## config.mk

```make
export PLATFORM = sky130hd
export DESIGN_NAME = ad9361_dual_tx_axis
export DESIGN_NICKNAME = d
export VERILOG_FILES = /design/src/rtl/ad9361_pkg.sv /design/src/rtl/ad9361_tx_fifo.sv /design/src/rtl/ad9361_dual_tx_axis.sv
export SDC_FILE = /design/constraint.sdc
export NUM_CORES = 1
export LEC_CHECK = 0
export BUFFER_PORTS_ARGS = -buffer_cell sky130_fd_sc_hd__buf_2
export CAP_MARGIN = 20
export CORE_MARGIN = 1.5
export CORE_UTILIZATION = 35
export DETAILED_ROUTE_END_ITERATION = 10
export GPL_TIMING_DRIVEN = 0
export PLACE_DENSITY = 0.51
export SYNTH_ARGS = -nofsm -noshare
export SYNTH_HDL_FRONTEND = slang
export SYNTH_SLANG_ARGS = --single-unit
```

## constraint.sdc

```tcl
create_clock -name clk -period 4.5 [get_ports clk]
set_input_delay 0.45 -clock clk [delete_from_list [all_inputs] [get_ports clk]]
set_output_delay 0.45 -clock clk [all_outputs]
set_load 0.005 [all_outputs]
```

## src/rtl/ad9361_pkg.sv

```systemverilog
// Shared constants and types for the AD9361 dual transmit AXI-stream unpacker.
package ad9361_pkg;
  localparam int NUM_CHANNELS = 4;
  localparam int SAMPLE_WIDTH = 12;
  localparam int LANE_WIDTH   = 16;
  localparam int AXIS_WIDTH   = 128;
  localparam int NUM_LANES    = AXIS_WIDTH / LANE_WIDTH;

  localparam int LANE_I0 = 0, LANE_Q0 = 1;
  localparam int LANE_I1 = 2, LANE_Q1 = 3;
  localparam int LANE_I2 = 4, LANE_Q2 = 5;
  localparam int LANE_I3 = 6, LANE_Q3 = 7;

  typedef struct packed {
    logic [SAMPLE_WIDTH-1:0] i;
    logic [SAMPLE_WIDTH-1:0] q;
  } iq_t;

  function automatic int lane_i(input int ch);
    return LANE_I0 + 2 * ch;
  endfunction

  function automatic int lane_q(input int ch);
    return LANE_Q0 + 2 * ch;
  endfunction
endpackage

```

## src/rtl/ad9361_tx_fifo.sv

```systemverilog
// Small synchronous beat FIFO; full/empty come from the level counter, pointers wrap.
module ad9361_tx_fifo #(
  parameter int LOG2_DEPTH = 2,
  parameter int WIDTH      = 128
) (
  input  logic                  clk,
  input  logic                  rst,
  input  logic                  push,
  input  logic                  pop,
  input  logic                  flush,
  input  logic [WIDTH-1:0]      wr_data,
  output logic [WIDTH-1:0]      rd_data,
  output logic                  full,
  output logic                  empty,
  output logic [LOG2_DEPTH:0]   level
);
  localparam int DEPTH = 1 << LOG2_DEPTH;

  logic [WIDTH-1:0]      mem [DEPTH];
  logic [LOG2_DEPTH-1:0] wr_ptr, rd_ptr;
  logic                  do_push, do_pop;

  assign full    = (level == (LOG2_DEPTH+1)'(DEPTH));
  assign empty   = (level == '0);
  assign do_push = push && !full;
  assign do_pop  = pop && !empty;
  assign rd_data = mem[rd_ptr];

  always_ff @(posedge clk) begin
    if (do_push) mem[wr_ptr] <= wr_data;
  end

  always_ff @(posedge clk or posedge rst) begin
    if (rst) begin
      wr_ptr <= '0;
      rd_ptr <= '0;
      level  <= '0;
    end else if (flush) begin
      wr_ptr <= '0;
      rd_ptr <= '0;
      level  <= '0;
    end else begin
      if (do_push) wr_ptr <= wr_ptr + LOG2_DEPTH'(1);
      if (do_pop)  rd_ptr <= rd_ptr + LOG2_DEPTH'(1);
      case ({do_push, do_pop})
        2'b10:   level <= level + (LOG2_DEPTH+1)'(1);
        2'b01:   level <= level - (LOG2_DEPTH+1)'(1);
        default: level <= level;
      endcase
    end
  end
endmodule

```

## src/rtl/ad9361_dual_tx_axis.sv

```systemverilog
// AXIS beat FIFO -> per-request unpack into four strobed 12-bit I/Q channels,
// with underflow fill (zeros or last sample) and a sticky saturating underflow counter.
module ad9361_dual_tx_axis
  import ad9361_pkg::*;
#(
  parameter int LOG2_DEPTH     = 2,
  parameter bit REVERSE_DATA   = 1'b0,
  parameter bit UNDERFLOW_MODE = 1'b0
) (
  input  logic                    clk,
  input  logic                    rst,
  input  logic                    tx_enable,
  input  logic                    sample_req,
  input  logic                    s_axis_tvalid,
  output logic                    s_axis_tready,
  input  logic [AXIS_WIDTH-1:0]   s_axis_tdata,
  output logic                    valid_0,
  output logic                    valid_1,
  output logic                    valid_2,
  output logic                    valid_3,
  output logic [SAMPLE_WIDTH-1:0] data_i0,
  output logic [SAMPLE_WIDTH-1:0] data_q0,
  output logic [SAMPLE_WIDTH-1:0] data_i1,
  output logic [SAMPLE_WIDTH-1:0] data_q1,
  output logic [SAMPLE_WIDTH-1:0] data_i2,
  output logic [SAMPLE_WIDTH-1:0] data_q2,
  output logic [SAMPLE_WIDTH-1:0] data_i3,
  output logic [SAMPLE_WIDTH-1:0] data_q3,
  output logic                    underflow,
  input  logic                    underflow_clear,
  output logic [15:0]             underflow_count,
  output logic [LOG2_DEPTH:0]     fifo_level
);
  logic                  run;
  logic                  full, empty;
  logic                  req, do_push, do_pop, uf_evt;
  logic [AXIS_WIDTH-1:0] head;
  logic                  vld_q;
  iq_t [NUM_CHANNELS-1:0] head_iq, out_iq, last_iq;
  logic [NUM_LANES*(LANE_WIDTH-SAMPLE_WIDTH)-1:0] unused_nibbles;

  // Ready stays low until the first clock after reset release.
  always_ff @(posedge clk or posedge rst) begin
    if (rst) run <= 1'b0;
    else     run <= 1'b1;
  end

  assign s_axis_tready = run && tx_enable && !full;
  assign do_push       = s_axis_tvalid && s_axis_tready;
  assign req           = tx_enable && sample_req;
  assign do_pop        = req && !empty;
  assign uf_evt        = req && empty;

  ad9361_tx_fifo #(
    .LOG2_DEPTH (LOG2_DEPTH),
    .WIDTH      (AXIS_WIDTH)
  ) u_fifo (
    .clk     (clk),
    .rst     (rst),
    .push    (do_push),
    .pop     (do_pop),
    .flush   (!tx_enable),
    .wr_data (s_axis_tdata),
    .rd_data (head),
    .full    (full),
    .empty   (empty),
    .level   (fifo_level)
  );

  // Reversal swaps whole channels; I/Q order within a channel is kept.
  for (genvar ch = 0; ch < NUM_CHANNELS; ch++) begin : g_unpack
    localparam int SRC = REVERSE_DATA ? (NUM_CHANNELS - 1 - ch) : ch;
    localparam int LI  = lane_i(SRC) * LANE_WIDTH;
    localparam int LQ  = lane_q(SRC) * LANE_WIDTH;
    assign head_iq[ch].i = head[LI +: SAMPLE_WIDTH];
    assign head_iq[ch].q = head[LQ +: SAMPLE_WIDTH];
  end

  for (genvar k = 0; k < NUM_LANES; k++) begin : g_nib
    assign unused_nibbles[k*(LANE_WIDTH-SAMPLE_WIDTH) +: (LANE_WIDTH-SAMPLE_WIDTH)] =
      head[k*LANE_WIDTH+SAMPLE_WIDTH +: (LANE_WIDTH-SAMPLE_WIDTH)];
  end

  always_ff @(posedge clk or posedge rst) begin
    if (rst) begin
      vld_q   <= 1'b0;
      out_iq  <= '0;
      last_iq <= '0;
    end else if (!tx_enable) begin
      vld_q   <= 1'b0;
      out_iq  <= '0;
      last_iq <= '0;
    end else begin
      vld_q <= req;
      if (do_pop) begin
        out_iq  <= head_iq;
        last_iq <= head_iq;
      end else if (uf_evt) begin
        out_iq  <= UNDERFLOW_MODE ? last_iq : '0;
      end
    end
  end

  // A same-cycle event beats the clear: flag stays set and the count restarts at 1.
  always_ff @(posedge clk or posedge rst) begin
    if (rst) begin
      underflow       <= 1'b0;
      underflow_count <= '0;
    end else if (uf_evt) begin
      underflow <= 1'b1;
      if (underflow_clear)                underflow_count <= 16'd1;
      else if (underflow_count != 16'hFFFF) underflow_count <= underflow_count + 16'd1;
    end else if (underflow_clear) begin
      underflow       <= 1'b0;
      underflow_count <= '0;
    end
  end

  assign valid_0 = vld_q;
  assign valid_1 = vld_q;
  assign valid_2 = vld_q;
  assign valid_3 = vld_q;
  assign data_i0 = out_iq[0].i;
  assign data_q0 = out_iq[0].q;
  assign data_i1 = out_iq[1].i;
  assign data_q1 = out_iq[1].q;
  assign data_i2 = out_iq[2].i;
  assign data_q2 = out_iq[2].q;
  assign data_i3 = out_iq[3].i;
  assign data_q3 = out_iq[3].q;
endmodule

```

==> metrics.md, run 1 <==
| Metric | Value |
|---|---|
| Status | complete, no violations |
| Tot Pwr | 12.12 mW |
| Post-synth EDFFs | ~380 |
| Die W | 233.8 µm |
| Layout Skew | 12.03 ps |
| Lkg Pwr | 8.504 nW |
| RR Startpoint | u_fifo.level[0] |
| Setup Fix Bufs, Post-CTS | 0 |
| CTS tree | built |
| CP startpoint kind | flop |
| Io pins | 255 |
| PortBufs | ~220 |
| Clock transition at path regs | roughly 60 ps |
| Switch share | 24.69% |
| Most numerous cell in the Yosys netlist | edfxtp_1 |
| Final Slew Violations | 0 |
| Die H | 233.8 µm |
| Hold Path Cell Cnt | 1 |
| Slew @ Worst Pin | 879.6 ps |
| Initial antenna violation count | 6 |
| Area Growth Syn to Fin | 21.85% |
| Crit end category | flop |
| Synth top area cells | edfxtp_1 62%, dfrtp_1 16%, mux4_2 12%, a22o_1 4.5%, xor2_1 0.47% |
| Sink Count | between 500 and 600 |
| Die area | 54670 µm² |
| Net Count, Synth | 1019 |
| Fill cells | between 4000 and 5000 |
| Reg2Reg Depth | 6 |
| Via/cell ratio | 4.965 |
| WL per Instance | 22.28 µm |
| Placed insts | 1797 |
| Ys async rst share | 24.11% |
| Syn Area/Cell | roughly 21 µm² |
| Final hold violation count | 0 |
| Worst Hold Class | in -> reg |
| First-pass DRT Iterations | 4 |
| Setup WS pre-CTS | about 1200 ps |
| Layout Nets | 1306 |
| Tcrit/Tclk final | 66.63% |
| Reg2Reg Setup Slack | 1500 ps |
| Hold_sp | s_axis_tdata[40] |
| Reg2Reg Capture Point | u_fifo.mem[1][43] |
| CTS Buf Count | 54 |
| Max Buffers Root-to-Sink | 3 |
| Relative slew margins | 41.14% |
| RSZ-0062 raised after global routing | false |
| Endpoints failing setup | 0 |
| Net Sw Power | 2.992 mW |
| Vias in the first global route | 10180 |
| Worst Hold End | u_fifo.mem[1][40] |
| Setup TNS | 0 ps |
| Fin util | 43.15% |
| WL final | roughly 42000 µm |
| Seq cells post-synth | 506 |
| Root Buffer | clkbuf_16 |
| Antenna cells | 0 |
| Maxcap violations | 0 |
| Clock latency at the later pin of the worst-skew pair | between 500 and 600 ps |
| Worst-path fanout max | 35 |
| Post-synth top cells | 384 x edfxtp_1, 122 x dfrtp_1, 96 x a22o_1, 96 x mux4_2 |
| Pwr dens | 533.4 nW/µm² |
| Critical path arrival | roughly 3300 ps |
| CP Class | reg -> reg |
| Time the worst path needs with I/O delays and setup | between 2000 and 3000 ps |
| Post-synth top area share | approximately three fifths |
| Worst setup margin | 1502 ps |
| Detail Route Antenna Nets | 0 |
| Sequential share of the synthesized area | 78.21% |
| Peak supply drop | 0.2854 mV |
| Ys flop type | edfxtp_1 |
| Mapped Cells | 879 |
| Placed Area | 20870 µm² |
| Drt drc | 0 |
| GPL Wtd Cong | 0.7466 |
| Site Rows | 84 |
| Global-route wire length before repair | 63540 µm |
| Pin count of the biggest net entering global routing | 74 |
| Total GRT Usage | approximately 16% |
| Post-synthesis cell area | approximately 19000 µm² |
| P_int | 9.128 mW |
| Library cells used by synthesis | 44 |
| Via count | 9429 |
| Ratio of cells with drive above 1 in the final layout | 36.09% |
| GRT overflow | 0 |
| Reg power frac | 45.5% |
| Clk network pwr share | 37.6% |
| Synth area leader | edfxtp_1 |
| Hold WS | 68.57 ps |
| H-tree depth | 2 |
| Initial DRC count | 355 |
| Design area | roughly 23000 µm² |
| Critical Path RT | 4770 ps |
| Synthesis warning total | 0 |
| HPWL after DPL | 25940 µm |
| Core ar. | 52660 µm² |
| Max Clk Rate | 0.3335 GHz |
| Starting Density | 35.41% |
| Comb pwr share | about 17% |
| Post-Layout Cell Count | around 1900 |
[cell type report]
class / count / area [µm²] / share of cell area (%)
repair buffers: 231 / 1356 / 5.969
multi-input cells: 315 / 3822 / 16.82
well taps: 688 / 860.8 / 3.789
clock inverters: 25 / 275.3 / 1.211
inverters: 8 / 35.03 / 0.1542
clock buffers: 76 / 1568 / 6.900
plain buffers: 50 / 220.2 / 0.9692
flip-flops and latches: 506 / 14580 / 64.19
[timing repair]
action                    in CTS  in global routing
gates resized for setup        0                  0
hold buffers                   1                  0
hold endpoints to repair      49                  0
[worst max path at each step]
stage | start | end | slack, ps | cells after the start
6_report | u_fifo.level[0] | u_fifo.mem[1][43] | 1500 | 6
5_1_grt | u_fifo.level[0] | u_fifo.mem[1][49] | 1270 | 6
4_1_cts | u_fifo.level[0] | u_fifo.mem[1][49] | 1390 | 6
3_5_place_dp | tx_enable | u_fifo.mem[1][43] | 1230 | 7
2_1_floorplan | u_fifo.level[0] | u_fifo.mem[0][0] | 460 | 4
3_3_place_gp | tx_enable | u_fifo.mem[1][91] | -2220 | 5
[registers in the layout (all words and copies together) (netlist names)]
register and cells:
data_i0 12, data_i1 12, data_i2 12, data_i3 12, data_q0 12, data_q1 12
data_q2 12, data_q3 12, run 1, u_fifo.level 3, u_fifo.mem 384, u_fifo.rd_ptr 2
u_fifo.wr_ptr 2, underflow 1, underflow_count 16, valid_0 1
[metal layers]
| metal | GRT usage (%) | vias up | wire length, µm |
|---|---|---|---|
| li1 | - | 4205 | - |
| met1 | 19.84 | 4942 | 17680 |
| met2 | 26.75 | 196 | 21060 |
| met3 | 4.292 | 74 | 2611 |
| met4 | 4.607 | 12 | 883 |
| met5 | 0 | - | 82 |
[critical path, cell delays in order (launching register included)]
cell and delay (ps):
dfrtp_1 500, nor2_1 130, a211oi_1 550, buf_2 340
and2_4 550, buf_16 290, buf_16 260
[cells by family (layout without fill, tap and decap cells)]
family / Yosys count / count (layout) / synth area share (%)
AND/OR/NAND/NOR: 72 / 72 / 2.040
multiplexers: 99 / 99 / 11.76
flip-flops: 506 / 506 / 78.21
XOR/XNOR: 11 / 11 / 0.5167
adder cells (fa/ha/maj): 6 / 6 / 0.4429
AO/OA/AOI/OAI: 126 / 126 / 5.663
other: 1 / 1 / 0.02011
buffers and inverters: 58 / 390 / 1.342
[placed cells by master, fill, tap and decap left out, types with 9 or more instances in the layout]
cell type  synthesis  layout
edfxtp_1         384     384
a22o_1            96      96
mux4_2            96      96
nor2_1            23      23
clkbuf_16          0      57
dfrtp_1          122     122
clkbuf_1          23      35
nand2_1           12      12
clkinv_1           1       9
xor2_1            10      10
buf_2             17     238
[power groups by stage]
stage | combinational (mW) | clock (mW) | sequential [mW]
6_report | 2.05 | 4.55 | 5.51
5_1_grt | 2.27 | 4.86 | 5.55
4_1_cts | 2.13 | 4.70 | 5.52
3_5_place_dp | 2.13 | 0 | 5.61
3_3_place_gp | 2.10 | 0 | 5.62
2_1_floorplan | 1.36 | 0 | 5.59
Note: power is estimated with default switching activity, not from simulation.
==> run 2, diff against run 1 <==
--- a/config.mk
+++ b/config.mk
@@ -5,13 +5,14 @@
 export SDC_FILE = /design/constraint.sdc
 export NUM_CORES = 1
 export LEC_CHECK = 0
+export ABC_AREA = 1
 export BUFFER_PORTS_ARGS = -buffer_cell sky130_fd_sc_hd__buf_2
 export CAP_MARGIN = 20
 export CORE_MARGIN = 1.5
 export CORE_UTILIZATION = 35
 export DETAILED_ROUTE_END_ITERATION = 10
 export GPL_TIMING_DRIVEN = 0
-export PLACE_DENSITY = 0.51
+export PLACE_DENSITY = 0.53
 export SYNTH_ARGS = -nofsm -noshare
 export SYNTH_HDL_FRONTEND = slang
 export SYNTH_SLANG_ARGS = --single-unit
==> constraint.sdc (replaced) <==
create_clock -name clk -period 2.5 [get_ports clk]
set_input_delay 0.25 -clock clk [delete_from_list [all_inputs] [get_ports clk]]
set_output_delay 0.25 -clock clk [all_outputs]
set_load 0.005 [all_outputs]
==> metrics.md, run 2 <==
| Metric | Value |
|---|---|
| Status | complete, no violations |
| WL final | around 55000 µm |
| PortBufs | 220 |
| Layout Skew | 21.97 ps |
| CP Class | reg -> reg |
| Tot Pwr | roughly 22 mW |
| HPWL after DPL | 35390 µm |
| Most numerous cell in the Yosys netlist | edfxtp_1 |
| CTS Buf Count | 55 |
| Hold_sp | underflow_clear |
| Die area | 58440 µm² |
| Tcrit/Tclk final | 95.73% |
| Placed Area | 22460 µm² |
| Setup WS pre-CTS | -117.1 ps |
| CP delay by family, top | buffers and inverters |
| Max FFs per register | 384 |
| Syn Area/Cell | 11.98 µm² |
| WL per Instance | 19.08 µm |
| Via count | around 13000 |
| Library cells used by synthesis | 36 |
| Core ar. | ~56000 µm² |
| Initial DRC count | 927 |
| Time the worst path needs with I/O delays and setup | 2393 ps |
| Max Clk Rate | ~0.42 GHz |
| Clock transition at path regs | 60 ps |
| Root Buffer | clkbuf_16 |
| Relative slew margins | around half |
| CP Cell Sequence | buf_2 > buf_2 > buf_2 > a21oi_1 > o21ai_0 > nand3_1 > o21ai_0 |
| Global-route wire length before repair | 83770 µm |
| Final Slew Violations | 0 |
| Sequential share of the synthesized area | 73.11% |
| Lkg Pwr | 10.30 nW |
| Post-synth top area share | around 58% |
| Ys flop type | edfxtp_1 |
| Final hold violation count | 0 |
| Pin count of the biggest net entering global routing | 41 |
| Ys async rst share | 24.11% |
| Net Count, Synth | 1805 |
| Post-synth EDFFs | 384 |
| Post-synth top cells | 384 x edfxtp_1, 254 x nand2_1, 215 x inv_1 |
| Slew @ Worst Pin | 766.5 ps |
| Mapped Cells | 1665 |
| Post-Layout Cell Count | approximately 2900 |
| Critical path arrival | 2900 ps |
| Worst setup margin | between 100 and 150 ps |
| Vias in the first global route | about 14000 |
| Die H | approximately 240 µm |
| Crit end category | flop |
| Via/cell ratio | 4.691 |
| Max Buffers Root-to-Sink | 3 |
| Total GRT Usage | 18.76% |
| Design area | 25360 µm² |
| Setup TNS | 0 ps |
| Drt drc | 0 |
| First-pass DRT Iterations | 5 |
| Crit path top cell by count | buf_2 |
| Area Growth Syn to Fin | 27.13% |
| CP startpoint kind | flop |
| Ratio of cells with drive above 1 in the final layout | 19.73% |
| Seq cells post-synth | 506 |
| Layout Nets | approximately 2200 |
| Endpoints failing setup | 0 |
| Regs by FF count | u_fifo.mem (384), underflow_count (16) |
| Leading cell types in the layout, fill and taps excluded | 384 x edfxtp_1, 256 x buf_2, 253 x nand2_1, 214 x inv_1, 210 x nand3_1 |
| Commonest non-fill, non-tap cell in the layout | edfxtp_1 |
| Initial antenna violation count | 5 |
| Post-synthesis cell area | 19950 µm² |
| Synthesis warning total | 0 |
| Die W | 241.7 µm |
| Peak supply drop | 0.5038 mV |
| Critical Path Source | u_fifo.rd_ptr[0] |
| Slowest-stage cell, CP | dfrtp_1 |
| Worst path bufs/invs | 3 |
| Maxcap violations | 0 |
| Pwr dens | around 850 nW/µm² |
| GPL Wtd Cong | 0.7998 |
| Detail Route Antenna Nets | 0 |
| Largest stage delay on the critical path | 440 ps |
| Worst-path fanout max | 10 |
| CTS tree | built |
| Biggest register | u_fifo.mem |
| Clock latency at the later pin of the worst-skew pair | 600 ps |
| RR Startpoint | u_fifo.rd_ptr[0] |
| Site Rows | 87 |
| Starting Density | 35.38% |
| RSZ-0062 raised after global routing | false |
| H-tree depth | 2 |
| GRT overflow | 0 |
| Synth top area cells | edfxtp_1 58%, dfrtp_1 15%, nand3_1 5.3%, o21ai_0 4.9%, nand2_1 4.8% |
| Io pins | ~260 |
| Synth area leader | edfxtp_1 |
| Sink Count | 506 |
| Critical Path RT | 3010 ps |
| Worst Hold Class | in -> reg |
| Placed insts | 2660 |
## run 2: worst min-delay path, cell delays in order
cell,delay (ps)
buf_2,190
nor2_1,80
nand3_2,40
nand2_1,40
## run 2: cells by family after synthesis
kind of cell	synth area share, %
xor+xnor	0.2195
flops	73.11
fa+ha+maj	0.4140
buf+inv	6.623
compound gates	8.028
other cells	0.01880
simple gates	11.59
## run 2: per-stage QoR
stage,hold WS (ps),util (%)
6_report,62.54,44.98
5_1_grt,71.72,44.98
4_1_cts,30.77,44.94
3_5_place_dp,346.2,39.82
3_3_place_gp,465.1,39.08
2_1_floorplan,348.9,-
## run 2: final timing paths
path,depth (start not counted),slack [ps],to
max reg2reg,7,110,data_q2[1]
max,7,110,data_q2[1]
max in group asynchronous,4,1620,data_q0[9]
min in group asynchronous,3,260,data_q2[4]
min,4,60,underflow_count[13]
min reg2reg,2,490,underflow
## run 2: routing by layer
metal,routed length (µm),GRT usage (%),vias up
li1,-,-,6533
met1,25240,26.13,6573
met2,26130,30.46,312
met3,2635,3.529,65
met4,817,4.265,8
met5,52,0,-
## run 2: report_power, final
| part | internal (mW) | total [mW] | switching, mW |
|---|---|---|---|
| Sequential | 9.50 | 9.73 | 0.225 |
| Combinational | 1.25 | 3.91 | 2.67 |
| Clock | 4.66 | 7.97 | 3.31 |
| Total | 15.4 | 21.6 | 6.20 |
## run 2: repair_timing
action / in CTS / in global routing
resized for setup: 0 / 2
hold endpoints to repair: 406 / 0
setup endpoints to repair: 88 / 46
hold buffers: 101 / 0
setup buffers: 10 / 2
pin swaps: 3 / 0
gates cloned: 0 / 0
## run 2: area by class of cell
type	count	area, µm²
timing repair buffer	352	2633
tap	756	945.9
multi-input combinational	842	4081
inverter	225	853.3
sequential	506	14580
antenna	1	2.502
fill	5271	31030
clock buffer	89	1709
buffer	92	476.7
clock inverter	13	75.07
==> run 3, diff against run 2 <==
--- a/config.mk
+++ b/config.mk
@@ -9,10 +9,10 @@
 export BUFFER_PORTS_ARGS = -buffer_cell sky130_fd_sc_hd__buf_2
 export CAP_MARGIN = 20
 export CORE_MARGIN = 1.5
-export CORE_UTILIZATION = 35
+export CORE_UTILIZATION = 50
 export DETAILED_ROUTE_END_ITERATION = 10
 export GPL_TIMING_DRIVEN = 0
-export PLACE_DENSITY = 0.53
+export PLACE_DENSITY = 0.71
 export SYNTH_ARGS = -nofsm -noshare
 export SYNTH_HDL_FRONTEND = slang
 export SYNTH_SLANG_ARGS = --single-unit
==> metrics.md, run 3 (synthesized netlist as in run 2, its figures left out) <==
| Metric | Value |
|---|---|
| Status | complete, no violations |
| Leading cell types in the layout, fill and taps excluded | 384 x edfxtp_1, 257 x buf_2, 254 x nand2_1, 214 x inv_1, 210 x nand3_1 |
| Ratio of cells with drive above 1 in the final layout | 19.69% |
| Slew @ Worst Pin | 748.3 ps |
| Critical path arrival | 2510 ps |
| H-tree depth | 2 |
| Detail Route Antenna Nets | 0 |
| HPWL after DPL | 31830 µm |
| Via count | around 14000 |
| Lkg Pwr | 10.26 nW |
| Final hold violation count | 0 |
| Biggest register | u_fifo.mem |
| Maxcap violations | 0 |
| CP startpoint kind | flop |
| Crit end category | flop |
| Time the worst path needs with I/O delays and setup | 2228 ps |
| Initial DRC count | 1358 |
| Net Sw Power | between 5 and 6 mW |
| Relative slew margins | approximately half |
| Max Buffers Root-to-Sink | 3 |
| PortBufs | 220 |
| Io pins | 255 |
| GRT overflow | 0 |
| Root Buffer | clkbuf_16 |
| Drt drc | 0 |
| Global-route wire length before repair | 77650 µm |
| Critical Path RT | 2780 ps |
| Layout Skew | 17.44 ps |
| Clk network pwr share | 37.8% |
| Tcrit/Tclk final | 89.14% |
| Sink Count | roughly 510 |
| Endpoints failing setup | 0 |
| Vias in the first global route | roughly 14000 |
| Setup TNS | 0 ps |
| Worst path bufs/invs | 4 |
| Layout Nets | 2206 |
| CP Class | reg -> reg |
| Die H | 202.7 µm |
| Regs by FF count | u_fifo.mem (384), underflow_count (16) |
| WL final | 50440 µm |
| CTS tree | built |
| Die area | between 40000 and 50000 µm² |
| Site Rows | roughly 70 |
| Via/cell ratio | 5.304 |
| PostCTS Resize Cnt | 0 |
| Pin count of the biggest net entering global routing | 39 |
| Area Growth Syn to Fin | 25.23% |
| Clock latency at the later pin of the worst-skew pair | 580 ps |
| RSZ-0062 raised after global routing | false |
| Commonest non-fill, non-tap cell in the layout | edfxtp_1 |
| Die W | 202.7 µm |
| Core ar. | 39010 µm² |
| Clock transition at path regs | approximately 60 ps |
| First-pass DRT Iterations | 5 |
| Total GRT Usage | 24.82% |
| Switch share | between 20% and 30% |
| CP Cell Sequence | clkinv_2 > nand3_2 > nand4_1 > nor2_4 > buf_12 > buf_12 > buf_12 |
| Largest stage delay on the critical path | roughly 430 ps |
| Final Slew Violations | 0 |
| Starting Density | between 50% and 60% |
| WL per Instance | roughly 19 µm |
| Pwr dens | 870.4 nW/µm² |
| GPL Wtd Cong | 0.8996 |
| Comb pwr share | between 10% and 20% |
| CTS Buf Count | 52 |
| CP delay by family, top | buffers and inverters |
| Peak supply drop | 0.6545 mV |
| Antenna cells | 0 |
| Slowest-stage cell, CP | dfrtp_1 |
| Crit path top cell by count | buf_12 |
| Reg power frac | 44.8% |
| Initial antenna violation count | 2 |
| Max Clk Rate | 0.4487 GHz |
| Worst-path fanout max | 26 |
| Worst Hold Class | in -> reg |
| Max FFs per register | 384 |
| P_int | 15.77 mW |
| Tot Pwr | 21.75 mW |
## run 3: cell count changes in the layout (fill, tap and decap cells not counted), sizes merged, moves of 3 or more
cell / delta
buf: -6
bufinv: +8
clkbuf: -18
clkinv: +3
## run 3: path summary, 6_finish.rpt
| check | start | to | slack [ps] | depth (start not counted) |
|---|---|---|---|---|
| worst min register to register | underflow | underflow | 500 | 2 |
| worst min-delay path | underflow_clear | underflow_count[15] | 70 | 4 |
| max in group asynchronous | rst | data_i2[2] | 1640 | 4 |
| worst max register to register | u_fifo.level[1] | u_fifo.mem[1][56] | 270 | 7 |
| worst max-delay path | u_fifo.level[1] | u_fifo.mem[1][56] | 270 | 7 |
| min in group asynchronous | rst | underflow_count[9] | 260 | 3 |
## run 3: layer usage
| metal | GRT usage (%) | part of all wire (%) |
|---|---|---|
| met5 | 0 | 0.054 |
| met1 | 33.30 | 42 |
| met3 | 3.965 | 6.8 |
| met2 | 41.25 | 48 |
| met4 | 8.889 | 3.0 |
## run 3: power groups by stage
stage,sequential (mW),combinational [mW],clock [mW]
3_5_place_dp,9.90,3.65,0
2_1_floorplan,9.90,2.08,0
6_report,9.73,3.79,8.22
3_3_place_gp,9.90,3.53,0
5_1_grt,9.78,4.21,8.69
4_1_cts,9.73,3.81,8.33
## run 3: stage by stage
| stage | instance area [µm²] | setup slack, ps | hold WS, ps | util (%) | cells |
|---|---|---|---|---|---|
| 2_1_floorplan | 19990 | -465.6 | 348.9 | - | 1665 |
| 3_3_place_gp | 21740 | -1669 | 460.3 | 55.73 | 2403 |
| 3_5_place_dp | 22060 | -391.7 | 314.1 | 56.55 | 2419 |
| 4_1_cts | 24980 | 258.1 | 41.90 | 64.05 | 2626 |
| 5_1_grt | 24980 | 81.44 | 93.94 | 64.05 | 2626 |
| 6_report | 24980 | 271.5 | 72.22 | 64.05 | 2626 |
## run 3: repair_timing
item,4_1_cts,5_1_grt
hold buffers,101,0
setup buffers,8,0
endpoints found under the hold margin,407,0
endpoints found under the setup margin,201,0
## run 3: area by class of cell
cell class / count / area (µm²)
clock buffers: 72 / 1510
plain buffers: 92 / 474.2
inverters: 225 / 853.3
repair buffers: 345 / 2492
fillers: 2920 / 14020
multi-input cells: 844 / 4091
well taps: 518 / 648.1
clock inverters: 24 / 329.1
flip-flops and latches: 506 / 14580
## run 3: worst register-to-register path, stage by stage (launching register included)
cell      delay [ps]
dfrtp_1          430
clkinv_2         130
nand3_2           80
nand4_1          240
nor2_4           320
buf_12           240
buf_12           230
buf_12           240
